### config.mk
export PLATFORM = sky130hd
export DESIGN_NAME = mem_rd_arbiter_flat
export DESIGN_NICKNAME = d
export VERILOG_FILES = /design/src/rtl/mem_rd_arbiter_if.sv /design/src/rtl/mem_rd_arbiter.sv /design/src/flat_wrapper.sv
export SDC_FILE = /design/constraint.sdc
export NUM_CORES = 1
export LEC_CHECK = 0
export CAP_MARGIN = 0
export CORE_AREA = 5 5 103 105
export DETAILED_ROUTE_END_ITERATION = 8
export DIE_AREA = 0 0 108 110
export PLACE_DENSITY_LB_ADDON = 0.08
export SETUP_SLACK_MARGIN = 0.02
export SYNTH_ARGS = -nofsm -noshare
export SYNTH_HDL_FRONTEND = slang
export SYNTH_SLANG_ARGS = --single-unit
### constraint.sdc
create_clock -name clk_i -period 1.1 [get_ports clk_i]
set_input_delay 0.11 -clock clk_i [delete_from_list [all_inputs] [get_ports clk_i]]
set_output_delay 0.11 -clock clk_i [all_outputs]
set_load 0.01 [all_outputs]
### src/rtl/mem_rd_arbiter_if.sv
// AXI read channel bundle (AR + R, 32-bit data) used for both requester ports and the memory port.
interface mem_rd_arbiter_if #(
   parameter int ID_W = 4
);
   logic            arvalid;
   logic [31:0]     araddr;
   logic [ID_W-1:0] arid;
   logic [7:0]      arlen;
   logic [1:0]      arburst;
   logic [2:0]      arsize;
   logic            arready;
   logic            rvalid;
   logic [31:0]     rdata;
   logic [1:0]      rresp;
   logic [ID_W-1:0] rid;
   logic            rlast;
   logic            rready;

   modport master (output arvalid, araddr, arid, arlen, arburst, arsize, rready,
                   input  arready, rvalid, rdata, rresp, rid, rlast);
   // Requesters do not supply arsize; the arbiter always issues 4-byte beats.
   modport slave  (input  arvalid, araddr, arid, arlen, arburst, rready,
                   output arready, rvalid, rdata, rresp, rid, rlast);
endinterface

### src/rtl/mem_rd_arbiter.sv
// Two-requester AXI read arbiter: one whole burst per grant, R beats steered to the owner until RLAST.
//  state | meaning
//  IDLE  | no owner; grant decided from pending arvalid on the next edge
//  ADDR  | AR of grant_q forwarded, waiting for axi arready
//  DATA  | R beats steered to grant_q until the RLAST handshake
module mem_rd_arbiter #(
   parameter bit FIXED_PRIO = 1'b0,
   parameter int ID_W       = 4
) (
   input  logic             clk_i,
   input  logic             rst_i,
   mem_rd_arbiter_if.slave  m0,
   mem_rd_arbiter_if.slave  m1,
   mem_rd_arbiter_if.master axi
);
   typedef enum logic [1:0] {IDLE = 2'd0, ADDR = 2'd1, DATA = 2'd2} state_e;

   state_e state_q, state_d;
   logic   grant_q, grant_d;
   logic   prio_q, prio_d;
   logic   rready_sel;
   logic   burst_done;

   assign rready_sel = grant_q ? m1.rready : m0.rready;
   assign burst_done = (state_q == DATA) && axi.rvalid && rready_sel && axi.rlast;

   always_ff @(posedge clk_i or posedge rst_i) begin
      if (rst_i) begin
         state_q <= IDLE;
         grant_q <= 1'b0;
         prio_q  <= 1'b0;
      end else begin
         state_q <= state_d;
         grant_q <= grant_d;
         prio_q  <= prio_d;
      end
   end

   always_comb begin
      state_d = state_q;
      grant_d = grant_q;
      prio_d  = prio_q;
      case (state_q)
         IDLE: begin
            if (m0.arvalid || m1.arvalid) begin
               state_d = ADDR;
               if (m0.arvalid && m1.arvalid) grant_d = FIXED_PRIO ? 1'b0 : prio_q;
               else                          grant_d = m1.arvalid;
            end
         end
         ADDR: begin
            if (axi.arready) state_d = DATA;
         end
         DATA: begin
            // The requester that just finished yields to the other one next time.
            if (burst_done) begin
               state_d = IDLE;
               prio_d  = ~grant_q;
            end
         end
         default: state_d = IDLE;
      endcase
   end

   always_comb begin
      axi.arvalid = (state_q == ADDR);
      axi.araddr  = grant_q ? m1.araddr  : m0.araddr;
      axi.arid    = grant_q ? m1.arid    : m0.arid;
      axi.arlen   = grant_q ? m1.arlen   : m0.arlen;
      axi.arburst = grant_q ? m1.arburst : m0.arburst;
      axi.arsize  = 3'd2;
      axi.rready  = 1'b0;
      m0.arready  = 1'b0;
      m1.arready  = 1'b0;
      m0.rvalid   = 1'b0;
      m1.rvalid   = 1'b0;
      m0.rlast    = 1'b0;
      m1.rlast    = 1'b0;
      m0.rdata    = axi.rdata;
      m1.rdata    = axi.rdata;
      m0.rresp    = axi.rresp;
      m1.rresp    = axi.rresp;
      m0.rid      = axi.rid;
      m1.rid      = axi.rid;
      if (state_q == ADDR) begin
         m0.arready = ~grant_q & axi.arready;
         m1.arready =  grant_q & axi.arready;
      end
      if (state_q == DATA) begin
         axi.rready = rready_sel;
         m0.rvalid  = ~grant_q & axi.rvalid;
         m1.rvalid  =  grant_q & axi.rvalid;
         m0.rlast   = ~grant_q & axi.rlast;
         m1.rlast   =  grant_q & axi.rlast;
      end
   end
endmodule

### src/flat_wrapper.sv
// flat-port wrapper written by rule: the top's interface ports become plain ports
module mem_rd_arbiter_flat 
#(
   parameter bit FIXED_PRIO = 1'b0,
   parameter int ID_W       = 4
)
  (clk_i, rst_i, m0_arvalid, m0_araddr, m0_arid, m0_arlen, m0_arburst, m0_rready, m0_arready, m0_rvalid, m0_rdata, m0_rresp, m0_rid, m0_rlast, m1_arvalid, m1_araddr, m1_arid, m1_arlen, m1_arburst, m1_rready, m1_arready, m1_rvalid, m1_rdata, m1_rresp, m1_rid, m1_rlast, axi_arvalid, axi_araddr, axi_arid, axi_arlen, axi_arburst, axi_arsize, axi_rready, axi_arready, axi_rvalid, axi_rdata, axi_rresp, axi_rid, axi_rlast);
  mem_rd_arbiter_if #(.ID_W(ID_W)) m0_i ();
  mem_rd_arbiter_if #(.ID_W(ID_W)) m1_i ();
  mem_rd_arbiter_if #(.ID_W(ID_W)) axi_i ();
  input  logic clk_i;
  input  logic rst_i;
  input wire logic [$bits(m0_i.arvalid)-1:0] m0_arvalid;
  input wire logic [$bits(m0_i.araddr)-1:0] m0_araddr;
  input wire logic [$bits(m0_i.arid)-1:0] m0_arid;
  input wire logic [$bits(m0_i.arlen)-1:0] m0_arlen;
  input wire logic [$bits(m0_i.arburst)-1:0] m0_arburst;
  input wire logic [$bits(m0_i.rready)-1:0] m0_rready;
  output wire logic [$bits(m0_i.arready)-1:0] m0_arready;
  output wire logic [$bits(m0_i.rvalid)-1:0] m0_rvalid;
  output wire logic [$bits(m0_i.rdata)-1:0] m0_rdata;
  output wire logic [$bits(m0_i.rresp)-1:0] m0_rresp;
  output wire logic [$bits(m0_i.rid)-1:0] m0_rid;
  output wire logic [$bits(m0_i.rlast)-1:0] m0_rlast;
  input wire logic [$bits(m1_i.arvalid)-1:0] m1_arvalid;
  input wire logic [$bits(m1_i.araddr)-1:0] m1_araddr;
  input wire logic [$bits(m1_i.arid)-1:0] m1_arid;
  input wire logic [$bits(m1_i.arlen)-1:0] m1_arlen;
  input wire logic [$bits(m1_i.arburst)-1:0] m1_arburst;
  input wire logic [$bits(m1_i.rready)-1:0] m1_rready;
  output wire logic [$bits(m1_i.arready)-1:0] m1_arready;
  output wire logic [$bits(m1_i.rvalid)-1:0] m1_rvalid;
  output wire logic [$bits(m1_i.rdata)-1:0] m1_rdata;
  output wire logic [$bits(m1_i.rresp)-1:0] m1_rresp;
  output wire logic [$bits(m1_i.rid)-1:0] m1_rid;
  output wire logic [$bits(m1_i.rlast)-1:0] m1_rlast;
  output wire logic [$bits(axi_i.arvalid)-1:0] axi_arvalid;
  output wire logic [$bits(axi_i.araddr)-1:0] axi_araddr;
  output wire logic [$bits(axi_i.arid)-1:0] axi_arid;
  output wire logic [$bits(axi_i.arlen)-1:0] axi_arlen;
  output wire logic [$bits(axi_i.arburst)-1:0] axi_arburst;
  output wire logic [$bits(axi_i.arsize)-1:0] axi_arsize;
  output wire logic [$bits(axi_i.rready)-1:0] axi_rready;
  input wire logic [$bits(axi_i.arready)-1:0] axi_arready;
  input wire logic [$bits(axi_i.rvalid)-1:0] axi_rvalid;
  input wire logic [$bits(axi_i.rdata)-1:0] axi_rdata;
  input wire logic [$bits(axi_i.rresp)-1:0] axi_rresp;
  input wire logic [$bits(axi_i.rid)-1:0] axi_rid;
  input wire logic [$bits(axi_i.rlast)-1:0] axi_rlast;
  assign m0_i.arvalid = m0_arvalid;
  assign m0_i.araddr = m0_araddr;
  assign m0_i.arid = m0_arid;
  assign m0_i.arlen = m0_arlen;
  assign m0_i.arburst = m0_arburst;
  assign m0_i.rready = m0_rready;
  assign m0_arready = m0_i.arready;
  assign m0_rvalid = m0_i.rvalid;
  assign m0_rdata = m0_i.rdata;
  assign m0_rresp = m0_i.rresp;
  assign m0_rid = m0_i.rid;
  assign m0_rlast = m0_i.rlast;
  assign m1_i.arvalid = m1_arvalid;
  assign m1_i.araddr = m1_araddr;
  assign m1_i.arid = m1_arid;
  assign m1_i.arlen = m1_arlen;
  assign m1_i.arburst = m1_arburst;
  assign m1_i.rready = m1_rready;
  assign m1_arready = m1_i.arready;
  assign m1_rvalid = m1_i.rvalid;
  assign m1_rdata = m1_i.rdata;
  assign m1_rresp = m1_i.rresp;
  assign m1_rid = m1_i.rid;
  assign m1_rlast = m1_i.rlast;
  assign axi_arvalid = axi_i.arvalid;
  assign axi_araddr = axi_i.araddr;
  assign axi_arid = axi_i.arid;
  assign axi_arlen = axi_i.arlen;
  assign axi_arburst = axi_i.arburst;
  assign axi_arsize = axi_i.arsize;
  assign axi_rready = axi_i.rready;
  assign axi_i.arready = axi_arready;
  assign axi_i.rvalid = axi_rvalid;
  assign axi_i.rdata = axi_rdata;
  assign axi_i.rresp = axi_rresp;
  assign axi_i.rid = axi_rid;
  assign axi_i.rlast = axi_rlast;
  mem_rd_arbiter #(.FIXED_PRIO(FIXED_PRIO), .ID_W(ID_W)) u_core (.clk_i(clk_i), .rst_i(rst_i), .m0(m0_i), .m1(m1_i), .axi(axi_i));
endmodule
==> results.md, run 1 <==
* Vias at 1510
* RSZ-0062 raised after global routing: true
* GR Overflow Total at 0
* Hold Vio Cnt, Final at 0
* Clock slew at reported path FFs at 40 ps
* Met1 Resource Use GR at 10.3%
* Synth top area share at between 40 and 50%
* CORE AREA at 9550 µm²
* Worst Slack Setup Final at -460 ps
* DP Cell Count at ~380
* Routed Antenna Nets at 0
* Largest net degree at the start of global routing at 13
* Crit-path cells: buf_4 -> clkbuf_16 -> mux2_2 -> clkdlybuf4s15_2
* Met3 Track Usage GR at roughly 6%
* Top post-synthesis cells by area: buf_4 44%, mux2_2 37%, dfrtp_1 7.1%
* Max frequency at between 600 and 700 MHz
* Fin crit period at 1560 ps
* HP Class: in2async
* Setup TNS at -21650 ps
* Crit Path Category: reg2out
* Post-synth top flop: dfrtp_1
* Final setup fails at between 50 and 60
* CP max-delay cell: dfrtp_2
* Row count at 36
* Clock buffer depth at 2
* I/O Buffers at ~150
* Multi-input combinational cell area at roughly 740 µm²
* Synthesized netlist cell count at around 160
* Die height at 110 µm
* Post-synthesis mux area share at 38.2%
* Synth Area in Compound Gates at under 10%
* CP Buf/Inv Count at 3
* Most frequent cell after synthesis: buf_4
* Largest family of logic cells by synthesized area: buffers and inverters
* Fin. max-slew vios at 0
* Drt wl/cell at roughly 18 µm
* Async S/R FF share, synth at 100%
* Final Cycle Share at 142%
* Nets at 404
* Most frequent cells after synthesis: 83 x buf_4, 46 x mux2_2, 6 x nand2_1, 5 x nor2_1, 4 x dfrtp_1
* GPL Wtd Cong at ~0.69
* Worst EP required at 990 ps
* Final Cell Area at slightly above 3000 µm²
* Clock root cell: clkbuf_8
* EDFF count, synth at 0
* H-tree Lvls at 1
* Ys Warns at 0
* Initial antenna violation count at 0
* Arrival time at the worst endpoint at about 1500 ps
* P_leak at ~1.3 nW
* XOR/XNOR Fraction of Synth Area at 0%
* Peak VDD IR at about 0.69 mV
* Power Dens Cells at around 1900 nW/µm²
* Flops & latches, synth at 4
* Worst clock skew at 5.04 ps
* Placed cell area at approximately 2600 µm²
* Status: finished with violations
* Share of post-route cells with drive strength above 1 at 53.0%
* Top Family by Delay on Critical Path: buffers and inverters
* Detailed Route WL at between 7000 and 8000 µm
* Reg2reg start: u_core.grant_q
* Vias in the first global route at ~1600
* Starting density of the core at between 10 and 15%
* Area delta synth->final at 114%
* Top Usage Layer GRT: met2
* Final cell count without fillers at 397
* CTS tree: done
* Clock Sinks at 4
* Worst-path fanout max at 6
* Synth area leader: buf_4
* Die area at between 10000 and 15000 µm²
* Via density at about 3.8
* Register Area at 101 µm²
* Drc violations at 0
* Failing checks: negative setup slack
* Chip Width at about 110 µm
* Simple logic cell fraction of the synthesized area at ~6.7%
* IO Count at 272
* Ant diodes at 0
* Syn avg cell area at 8.60 µm²
* Pre-CTS WS at -478 ps
* Worst setup EP type: primary output
* Critical path origin: u_core.grant_q
* Fillers at between 1000 and 1500
* Worst setup SP type: register
* Yosys cell types at 19
* First-pass GRT wire length at 9630 µm
* Iter 0 DRT Violations at 43
* Routing usage on met2 at between 10% and 20%
* Synth Cell Area at about 1400 µm²
* Final hold slack at 98.0 ps
* Max Cap Viol at 0
* Max incr delay on CP at approximately 380 ps
* GRT Resource Usage Total at a little over a tenth
* Hold buffer count at CTS at 0
* TritonRoute pass-1 iters at 3
* Worst skew pair latency at 220 ps
* Area share of fa/ha/maj cells after synthesis at 0%
* Post-synthesis sequential area ratio at just over 7%
* CTS Buf Count at 3
* DPL Wire Length at between 5000 and 6000 µm
==> sequential cells by signal, summed over array words and instances, names as in the netlist <==
signal and flops:
u_core.state_q 2, u_core.grant_q 1, u_core.prio_q 1
==> cell usage in the layout, fill, tap and decap left out, types with 2 or more instances in the layout <==
cell type	synthesis	final
clkdlybuf4s50_1	0	100
nor2_4	0	2
inv_1	2	2
buf_12	0	7
mux2i_1	2	2
mux2_4	0	4
clkbuf_8	0	3
buf_16	0	3
clkdlybuf4s15_2	0	9
mux2_2	46	42
nor2_1	5	2
and3_4	0	2
dfrtp_1	4	3
nor2b_4	0	2
buf_6	1	47
buf_4	83	7
nand2_1	6	6
buf_2	1	6
conb_1	2	3
==> logic make-up (layout without fill, tap and decap cells) <==
family,Yosys count,count (layout)
other cells,2,3
mux,48,48
compound gates,4,4
buf+inv,87,186
flops,4,4
simple gates,19,19
==> repair_timing <==
action | in CTS | in global routing
gates cloned | 5 | 1
resized for setup | 278 | 4
pin swaps | 5 | 0
setup buffers | 14 | 1
setup endpoints to repair | 56 | 57
==> per-stage QoR <==
step / total power [mW] / utilization [%]
2_1_floorplan: 2.22 / -
3_3_place_gp: 3.85 / 26.9
3_5_place_dp: 3.80 / 26.9
4_1_cts: 5.75 / 31.7
5_1_grt: 5.98 / 31.6
6_report: 5.62 / 31.6
==> metal layers <==
| metal | routed length (µm) | share of wire [%] |
|---|---|---|
| met1 | 2380 | 33 |
| met2 | 3480 | 48 |
| met3 | 1230 | 17 |
| met4 | 157 | 2.2 |
| met5 | 0 | 0 |
==> path summary, 6_finish.rpt <==
path	end	cells past startpoint	slack [ps]
worst max-delay path	axi_araddr[28]	4	-460
worst min-delay path	u_core.prio_q	2	100
worst max register to register	u_core.prio_q	7	-380
worst min register to register	u_core.prio_q	2	530
max in group asynchronous	u_core.grant_q	2	820
min in group clk_i	m0_rresp[1]	0	220
==> worst reg2reg max path: stages (launching register included) <==
cell	delay, ps
dfrtp_2	420
buf_6	150
buf_12	130
buf_16	130
mux2i_1	120
buf_4	150
nor3_4	120
mux2i_1	190
==> power by group <==
part	internal (mW)	leakage (nW)	switching [mW]
combinational	3.25	1.20	1.75
sequential	0.223	0.0456	0.0569
clock	0.248	0.0228	0.0854
==> final cells by class <==
| cell class | instances | area share (%) |
|---|---|---|
| tap | 133 | 5.51 |
| inverter | 2 | 0.249 |
| multi-input combinational | 74 | 24.4 |
| sequential | 4 | 3.36 |
| clock buffer | 4 | 1.49 |
| timing repair buffer | 180 | 65.0 |
(Power assumes the default switching activity.)
==> inputs of run 2 (changes only) <==
SKIP_LAST_GASP = 1   (was default)
==> results.md, run 2 (synthesis gave the netlist of run 1 again) <==
* Status: finished with violations
* Failing checks: negative setup slack
* Worst clock skew at slightly above 5 ps
* Crit Path Category: reg2out
* IO Count at approximately 270
* Worst setup EP type: primary output
* CTS tree: done
* Arrival time at the worst endpoint at between 1000 and 1500 ps
* CTS Buf Count at 3
* TritonRoute pass-1 iters at 2
* Worst EP required at slightly below 1000 ps
* Clock buffer depth at 2
* DPL Wire Length at 5810 µm
* Worst skew pair latency at roughly 220 ps
* Hold buffer count at CTS at 0
* Power Dens Cells at 1860 nW/µm²
* Area delta synth->final at 113%
* Initial antenna violation count at 0
* Worst Slack Setup Final at -456 ps
* Die area at about 12000 µm²
* Max reg flops at 2
* P_leak at roughly 1.3 nW
* Share of post-route cells with drive strength above 1 at a little over half
* Final setup fails at 57
* Reg2reg start: u_core.grant_q
* GPL Wtd Cong at about 0.69
* Max Cap Viol at 0
* Fin. max-slew vios at 0
* Max frequency at between 600 and 700 MHz
* Peak VDD IR at 0.634 mV
* Final Cycle Share at 141%
* Detailed Route WL at 7290 µm
* Drc violations at 0
* Largest net degree at the start of global routing at 13
* Vias at around 1500
* Clock slew at reported path FFs at ~40 ps
* Biggest regs: u_core.state_q: 2 flops, u_core.grant_q: 1 flops, u_core.prio_q: 1 flops
* Iter 0 DRT Violations at 37
* Worst-path fanout max at 7
* Layout Utilization at 31.5%
* Vias in the first global route at between 1500 and 2000
* Nets at a little over 400
* Clock root cell: clkbuf_8
* Met3 Track Usage GR at 5.88%
* Drt wl/cell at around 18 µm
* I/O Buffers at 154
* Chip Width at 108 µm
* Worst setup SP type: register
* Via density at ~3.8
* Met1 Resource Use GR at 10.3%
* GR Overflow Total at 0
* H-tree Lvls at 1
* Starting density of the core at 14.8%
* Clock Sinks at 4
* Top Usage Layer GRT: met2
* R2R Setup Slk at -400 ps
* Routing usage on met2 at 18.9%
* Fin crit period at 1560 ps
* Commonest non-fill, non-tap cell in the layout: clkdlybuf4s50_1
* RSZ-0062 raised after global routing: true
* CORE AREA at 9550 µm²
* Row count at 36
* Largest Register: u_core.state_q
* FF-to-FF End: u_core.prio_q
* Die height at 110 µm
* HP Class: in2async
* Most frequent cells in the layout: 100 x clkdlybuf4s50_1, 44 x buf_6, 35 x mux2_2
* Routed Antenna Nets at 0
* R2R cell count at 7
* Final hold slack at 99.7 ps
* First-pass GRT wire length at roughly 9600 µm
* Ant diodes at 0
* GRT Resource Usage Total at a little over a tenth
* Hold Vio Cnt, Final at 0
-- run 2: changes by cell type in the layout (fill, tap and decap cells not counted), moves of 3 or more --
| cell | previous run | this run |
|---|---|---|
| buf_8 | 0 | 3 |
| mux2_2 | 42 | 35 |
| mux2_4 | 4 | 11 |
| buf_4 | 7 | 11 |
| clkdlybuf4s15_2 | 9 | 4 |
| buf_6 | 47 | 44 |
| buf_2 | 6 | 10 |
-- run 2: final cells by class --
cell class / count / area (µm²)
clock buffer: 4 / 45.0
tap: 133 / 166
multi-input combinational: 74 / 769
timing repair buffer: 181 / 1920
fill: 1011 / 6540
inverter: 2 / 7.51
sequential: 4 / 101
-- run 2: worst max-delay path, stage by stage, from the launching register on --
cell     delay [ps]
dfrtp_2         430
buf_6           140
buf_12          120
buf_12          130
mux2_2          280
buf_6           120
-- run 2: per-layer routing --
layer  routed length [µm]  vias to the layer above
li1                     -                      663
met1                 2390                      661
met2                 3490                      194
met3                 1250                        8
met4                  158                        0
met5                    0                        -
-- run 2: timing repair --
| action | CTS | global route |
|---|---|---|
| pin swaps | 5 | 0 |
| setup endpoints to repair | 56 | 57 |
| cloned | 5 | 1 |
| resized for setup | 274 | 24 |
| setup buffers | 14 | 5 |
-- run 2: how the worst max path moves through the flow --
| stage | from | endpoint |
|---|---|---|
| after global placement | u_core.grant_q | axi_araddr[20] |
| after CTS | u_core.grant_q | axi_araddr[1] |
| final | u_core.grant_q | axi_araddr[16] |
| after detailed placement | u_core.grant_q | axi_araddr[20] |
| after floorplan | u_core.grant_q | axi_araddr[0] |
| after global routing | u_core.grant_q | axi_araddr[22] |
-- run 2: report_power, final --
group / total, mW / internal [mW] / switching, mW
sequential: 0.286 / 0.223 / 0.0621
combinational: 4.97 / 3.21 / 1.76
clock: 0.334 / 0.248 / 0.0859
total: 5.59 / 3.68 / 1.91
-- run 2: stage by stage --
step | TNS (ps) | total power, mW | std cells | instance area (µm²) | setup slack, ps
floorplan | 0 | 2.22 | 165 | 1420 | 16.1
global placement | -24010 | 3.85 | 375 | 2570 | -485
detailed placement | -23900 | 3.80 | 375 | 2570 | -478
CTS | -23220 | 5.69 | 397 | 3010 | -469
global route | -24630 | 5.96 | 398 | 3010 | -506
finish | -22000 | 5.59 | 398 | 3010 | -456
==> variant 1: new RTL, config.mk and constraints of run 2 <==
Encoding of `state_e`: now one-hot (3 bits for 3 states).
--- a/src/rtl/mem_rd_arbiter.sv
+++ b/src/rtl/mem_rd_arbiter.sv
@@ -15,3 +15,3 @@
 );
-   typedef enum logic [1:0] {IDLE = 2'd0, ADDR = 2'd1, DATA = 2'd2} state_e;
+   typedef enum logic [2:0] {IDLE = 3'b001, ADDR = 3'b010, DATA = 3'b100} state_e;
 
Check against the original RTL: no difference found for any inputs over 10 cycles, from zero or initial values and one cycle with rst_i high; not proved beyond that.
==> variant 1 against run 2 <==
The flow still finishes with violations (negative setup slack); power grew 5.6%; routed wire length shrank 3.8%; global-route usage shrank 0.60 points; sequential cell count grew 1; count of clock-buffer cells in the layout is the same; setup slack gained 0.0076 ns; non-clock buffer count grew 11; sequential share of layout area grew 0.56 points; via count grew 2.2%; final cell count grew 5.3%; cell area grew 8.9%; area after synthesis grew 6.3%; clock power grew 2%; critical endpoint is now u_core.state_q[2]$_DFFE_PP0P_; largest cell class unchanged.
==> variant 1: results (changes against run 2) <==
* Outcome: finished, violations left
* Failing checks: negative setup slack
* Final net count at 426 (+5.2%)
* Commonest non-fill, non-tap cell in the layout: clkdlybuf4s50_1
* Post-synth top flop: dfrtp_1
* Static leakage at 1.41 nW (+9.8%)
* Crit path max fanout at 7 (unchanged)
* Netlist cell types at 24 (+5)
* FF-to-FF Start: u_core.grant_q$_DFFE_PP0P_
* CTS max path bufs at 2 (unchanged)
* Fraction of layout instances using a drive strength above 1 at 57.0% (+3.4 points)
* Synth cell count leaders: buf_4, mux2_2, buf_2, nand2_1
* Worst Skew at 0.00149 ns (-0.00363 ns)
* Clock root buffer: clkbuf_8
* Post-synthesis sequential area ratio at 8.43% (+1.3 points)
* Post-synth ARST share at 100% (unchanged)
* Max stage delay cell, worst path: dfrtp_2
* TritonCTS Buffers at 3 (unchanged)
* Peak supply drop at 0.854 mV (+35%)
* Class of the worst hold path: in -> async
* H-tree depth at 1 (unchanged)
* GRT Total Usage at 10.0% (-0.60 points)
* GP Congestion at 0.683 (-0.60%)
* Clk Latency, worst-skew pair at 0.22 ns (about the same)
* Syn. warnings at 0 (unchanged)
* I/O Buffers at 154 (unchanged)
* Pre-antenna DRT Iters at 2 (unchanged)
* Clock Pin Slew Worst Setup and Hold Paths at 0.04 ns (about the same)
* Synth area leaders: buf_4, mux2_2, dfrtp_1
* Initial antenna violation count at 0 (unchanged)
* Largest net degree at the start of global routing at 15 (+2)
* First-pass GRT wire length at 9130 µm (-4.8%)
* Number of fill cells at 1,031 (+2.0%)
* Detailed-route via count at 1,559 (+2.2%)
* Worst Setup Slack, final at -0.449 ns (+0.00755 ns)
* Critical Path AT at 1.66 ns (+0.21 ns)
* ANT cells at 0 (unchanged)
* Launch point of the worst path: u_core.grant_q$_DFFE_PP0P_
* Critical Path Sink: u_core.state_q[2]$_DFFE_PP0P_
* Final HPWL DP at 5390 µm (-7.4%)
* Drt wl/cell at 16.7 µm (-8.6%)
* Number of cells on the worst reg-to-reg path at 8 (+1)
* Largest regs: u_core.state_q x3, u_core.grant_q x1, u_core.prio_q x1
* Iter 0 DRT Violations at 15 (-59%)
* # setup viols final at 59 (+3.5%)
* Slowest cell delay on critical path at 0.41 ns (-0.02 ns)
variant 1: per-layer routing:
metal,part of all wire [%],vias up,GRT usage [%]
met2,50,120,18.2
met1,36,710,10.7
li1,-,727,-
met5,0,-,0
met3,14,2,4.89
met4,0.11,0,1.80
variant 1: cell families after synthesis:
logic type             after synthesis  share of synthesized area (%)
buffers and inverters               87                           42.1
multiplexers                        47                           35.2
AND/OR/NAND/NOR                     22                           9.43
AO/OA/AOI/OAI                       11                           4.34
flip-flops                           5                           8.43
other                                2                          0.501
variant 1: power breakdown:
part | internal [mW] | switching [mW] | leakage, nW | total [mW]
logic | 3.37 | 1.82 | 1.33 | 5.19
registers | 0.272 | 0.103 | 0.0604 | 0.376
clock network | 0.249 | 0.0929 | 0.0228 | 0.342
variant 1: critical path, delay by kind of cell, from the launching register on:
| kind | cells | cell delay [ns] |
|---|---|---|
| flops | 1 | 0.41 |
| buf+inv | 5 | 0.67 |
| mux | 1 | 0.14 |
| compound gates | 2 | 0.22 |
variant 1: stage by stage:
step,cell area [µm²],std cells,worst slack (ns),setup TNS (ns),hold WS [ns]
finish,3280,419,-0.449,-21.25,0.101
global placement,2730,391,-0.498,-24.81,0.220
floorplan,1530,175,-0.00423,-0.127,-0.112
global route,3280,419,-0.526,-23.82,0.124
CTS,2970,411,-0.534,-25.84,0.105
detailed placement,2730,391,-0.496,-24.69,0.220
variant 1: layout make-up:
class,instances,share of cell area [%]
multi-input combinational,83,28.4
inverter,2,0.229
clock buffer,4,1.37
timing repair buffer,192,61.0
tap,133,5.08
sequential,5,3.93
variant 1: repair_timing:
| action | CTS | global route |
|---|---|---|
| cloned | 2 | 3 |
| hold buffers | 0 | 0 |
| setup endpoints to repair | 59 | 59 |
| buffers inserted | 14 | 9 |
| resized for setup | 170 | 148 |
| pin swaps | 12 | 11 |
==> variant 2: new RTL, flow settings as in run 2 <==
Without the edit above. `FIXED_PRIO` is set to 1'b0 in 2 places; all go to 1'b1.
--- a/src/rtl/mem_rd_arbiter.sv
+++ b/src/rtl/mem_rd_arbiter.sv
@@ -6,3 +6,3 @@
 module mem_rd_arbiter #(
-   parameter bit FIXED_PRIO = 1'b0,
+   parameter bit FIXED_PRIO = 1'b1,
    parameter int ID_W       = 4
--- a/src/flat_wrapper.sv
+++ b/src/flat_wrapper.sv
@@ -3,3 +3,3 @@
 #(
-   parameter bit FIXED_PRIO = 1'b0,
+   parameter bit FIXED_PRIO = 1'b1,
    parameter int ID_W       = 4
Function: changed (Yosys sat finds a counterexample within 10 cycles, from zero or initial values and one cycle with rst_i high).
==> variant 2 against run 2 <==
The run still ends with negative setup slack left; final cell count fell by 2.8%; core utilization decreased by 0.31 points; worst hold slack got worse by 0.037 ns; cell area fell by 1.0%; sequential cell count decreased by 1; first-iteration DRC count shrank 43%; routed wire length fell by 11%; register-to-register slack better by 0.05 ns; setup slack worse by 0.0082 ns; power down 0.44%; area after synthesis increased by 12%; critical endpoint is now axi_arlen[0].
==> variant 2: results (changes against run 2) <==
* Outcome: finished, violations left
* Failing checks: negative setup slack
* Peak supply drop at 0.532 mV (-16%)
* GRT Total Usage at 9.63% (-1.0 points)
* Met1 usage at 9.86% (-0.43 points)
* First-pass GRT wire length at 8740 µm (-8.8%)
* Crit path max fanout at 5 (-2)
* Netlist cell types at 20 (+1)
* Synth area leaders: mux2_4, buf_4, buf_12
* GR Util met3 at 3.67% (-2.2 points)
* Vias in the first global route at 1,484 (-8.8%)
* Compound-cell area share of the yosys netlist at 1.43% (-0.26 points)
* Largest regs: u_core.state_q x2, u_core.grant_q x1
* GP Congestion at 0.708 (+3.0%)
* Final HPWL DP at 5380 µm (-7.4%)
* Initial antenna violation count at 0 (unchanged)
* Drt total wl at 6510 µm (-11%)
* Worst Setup Slack, final at -0.465 ns (-0.00819 ns)
* Sw power at 1.87 mW (-2.2%)
* Worst Skew at 0.00130 ns (-0.00382 ns)
* # setup viols final at 55 (-3.5%)
* Vias per cell at 3.54 (-7.7%)
* Clk Latency, worst-skew pair at ~0.21 ns
* Post-synthesis sequential area ratio at 4.77% (-2.3 points)
* M2 GR Usage at 17.1% (-1.8 points)
* Iter 0 DRT Violations at 21 (-43%)
* Final net count at 394 (-2.7%)
* Largest net degree at the start of global routing at 11 (-2)
* Pre-antenna DRT Iters at 4 (+2)
* Fraction of layout instances using a drive strength above 1 at 52.4% (-1.2 points)
* Static leakage at 1.36 nW (+5.6%)
* Area after DPL at 2690 µm² (+4.8%)
* Multiplexer share of the synthesized area at 43.8% (+5.6 points)
variant 2: kinds of logic (layout without fill, tap and decap cells):
logic type             count (synthesis)  count (layout)
buffers and inverters                 86             182
DFF                                    3               3
AOI/OAI and AO/OA                      4               4
other                                  2               3
muxes                                 47              47
and+or+nand+nor                       15              15
variant 2: worst max-delay path, delay by kind of cell, from the launching register on:
| family | cells | cell delay (ns) |
|---|---|---|
| buffers and inverters | 4 | 0.50 |
| multiplexers | 1 | 0.30 |
| flip-flops | 1 | 0.43 |
variant 2: area by class of cell:
cell class | count | area [µm²]
fill | 1008 | 6570
timing repair buffer | 177 | 1850
multi-input combinational | 69 | 838
tap | 133 | 166
sequential | 3 | 76.3
clock buffer | 4 | 45.0
inverter | 1 | 3.75
variant 2: path summary, 6_finish.rpt:
kind	startpoint	end	slack, ns	cells after the start
worst max-delay path	u_core.grant_q$_DFFE_PP0P_	axi_arlen[0]	-0.46	5
worst min-delay path	rst_i	u_core.grant_q$_DFFE_PP0P_	0.06	2
worst max register to register	u_core.grant_q$_DFFE_PP0P_	u_core.state_q[1]$_DFFE_PP0P_	-0.35	7
worst min register to register	u_core.state_q[1]$_DFFE_PP0P_	u_core.state_q[0]$_DFFE_PP0P_	0.59	2
max in group asynchronous	rst_i	u_core.grant_q$_DFFE_PP0P_	0.90	2
min in group clk_i	axi_rdata[26]	m1_rdata[26]	0.22	0
variant 2: timing repair:
item	CTS	global route
hold endpoints to repair	0	0
resized for setup	285	11
setup endpoints to repair	55	55
buffers inserted	12	1
cloned	5	0
variant 2: stage by stage:
stage	worst slack [ns]	TNS, ns	instances	power (mW)	utilization (%)
4_1_cts	-0.512	-22.88	389	5.77	31.3
3_3_place_gp	-0.518	-25.72	370	4.30	28.2
2_1_floorplan	0.0301	0	158	2.84	-
3_5_place_dp	-0.528	-25.98	370	4.24	28.2
5_1_grt	-0.507	-22.87	387	5.89	31.2
6_report	-0.465	-20.54	387	5.57	31.2
variant 2: power groups by stage:
| stage | clock [mW] | combinational [mW] | sequential [mW] |
|---|---|---|---|
| 2_1_floorplan | 0 | 2.64 | 0.205 |
| 3_3_place_gp | 0 | 4.04 | 0.264 |
| 3_5_place_dp | 0 | 3.98 | 0.266 |
| 4_1_cts | 0.325 | 5.21 | 0.233 |
| 5_1_grt | 0.333 | 5.31 | 0.244 |
| 6_report | 0.315 | 5.02 | 0.235 |
variant 2: per-layer routing:
layer  vias up  part of all wire, %  wire [µm]
met5         -                    0          0
met4         0                  3.9        256
met3        34                   15        962
met2       132                   49       3190
met1       567                   32       2100
li1        637                    -          -
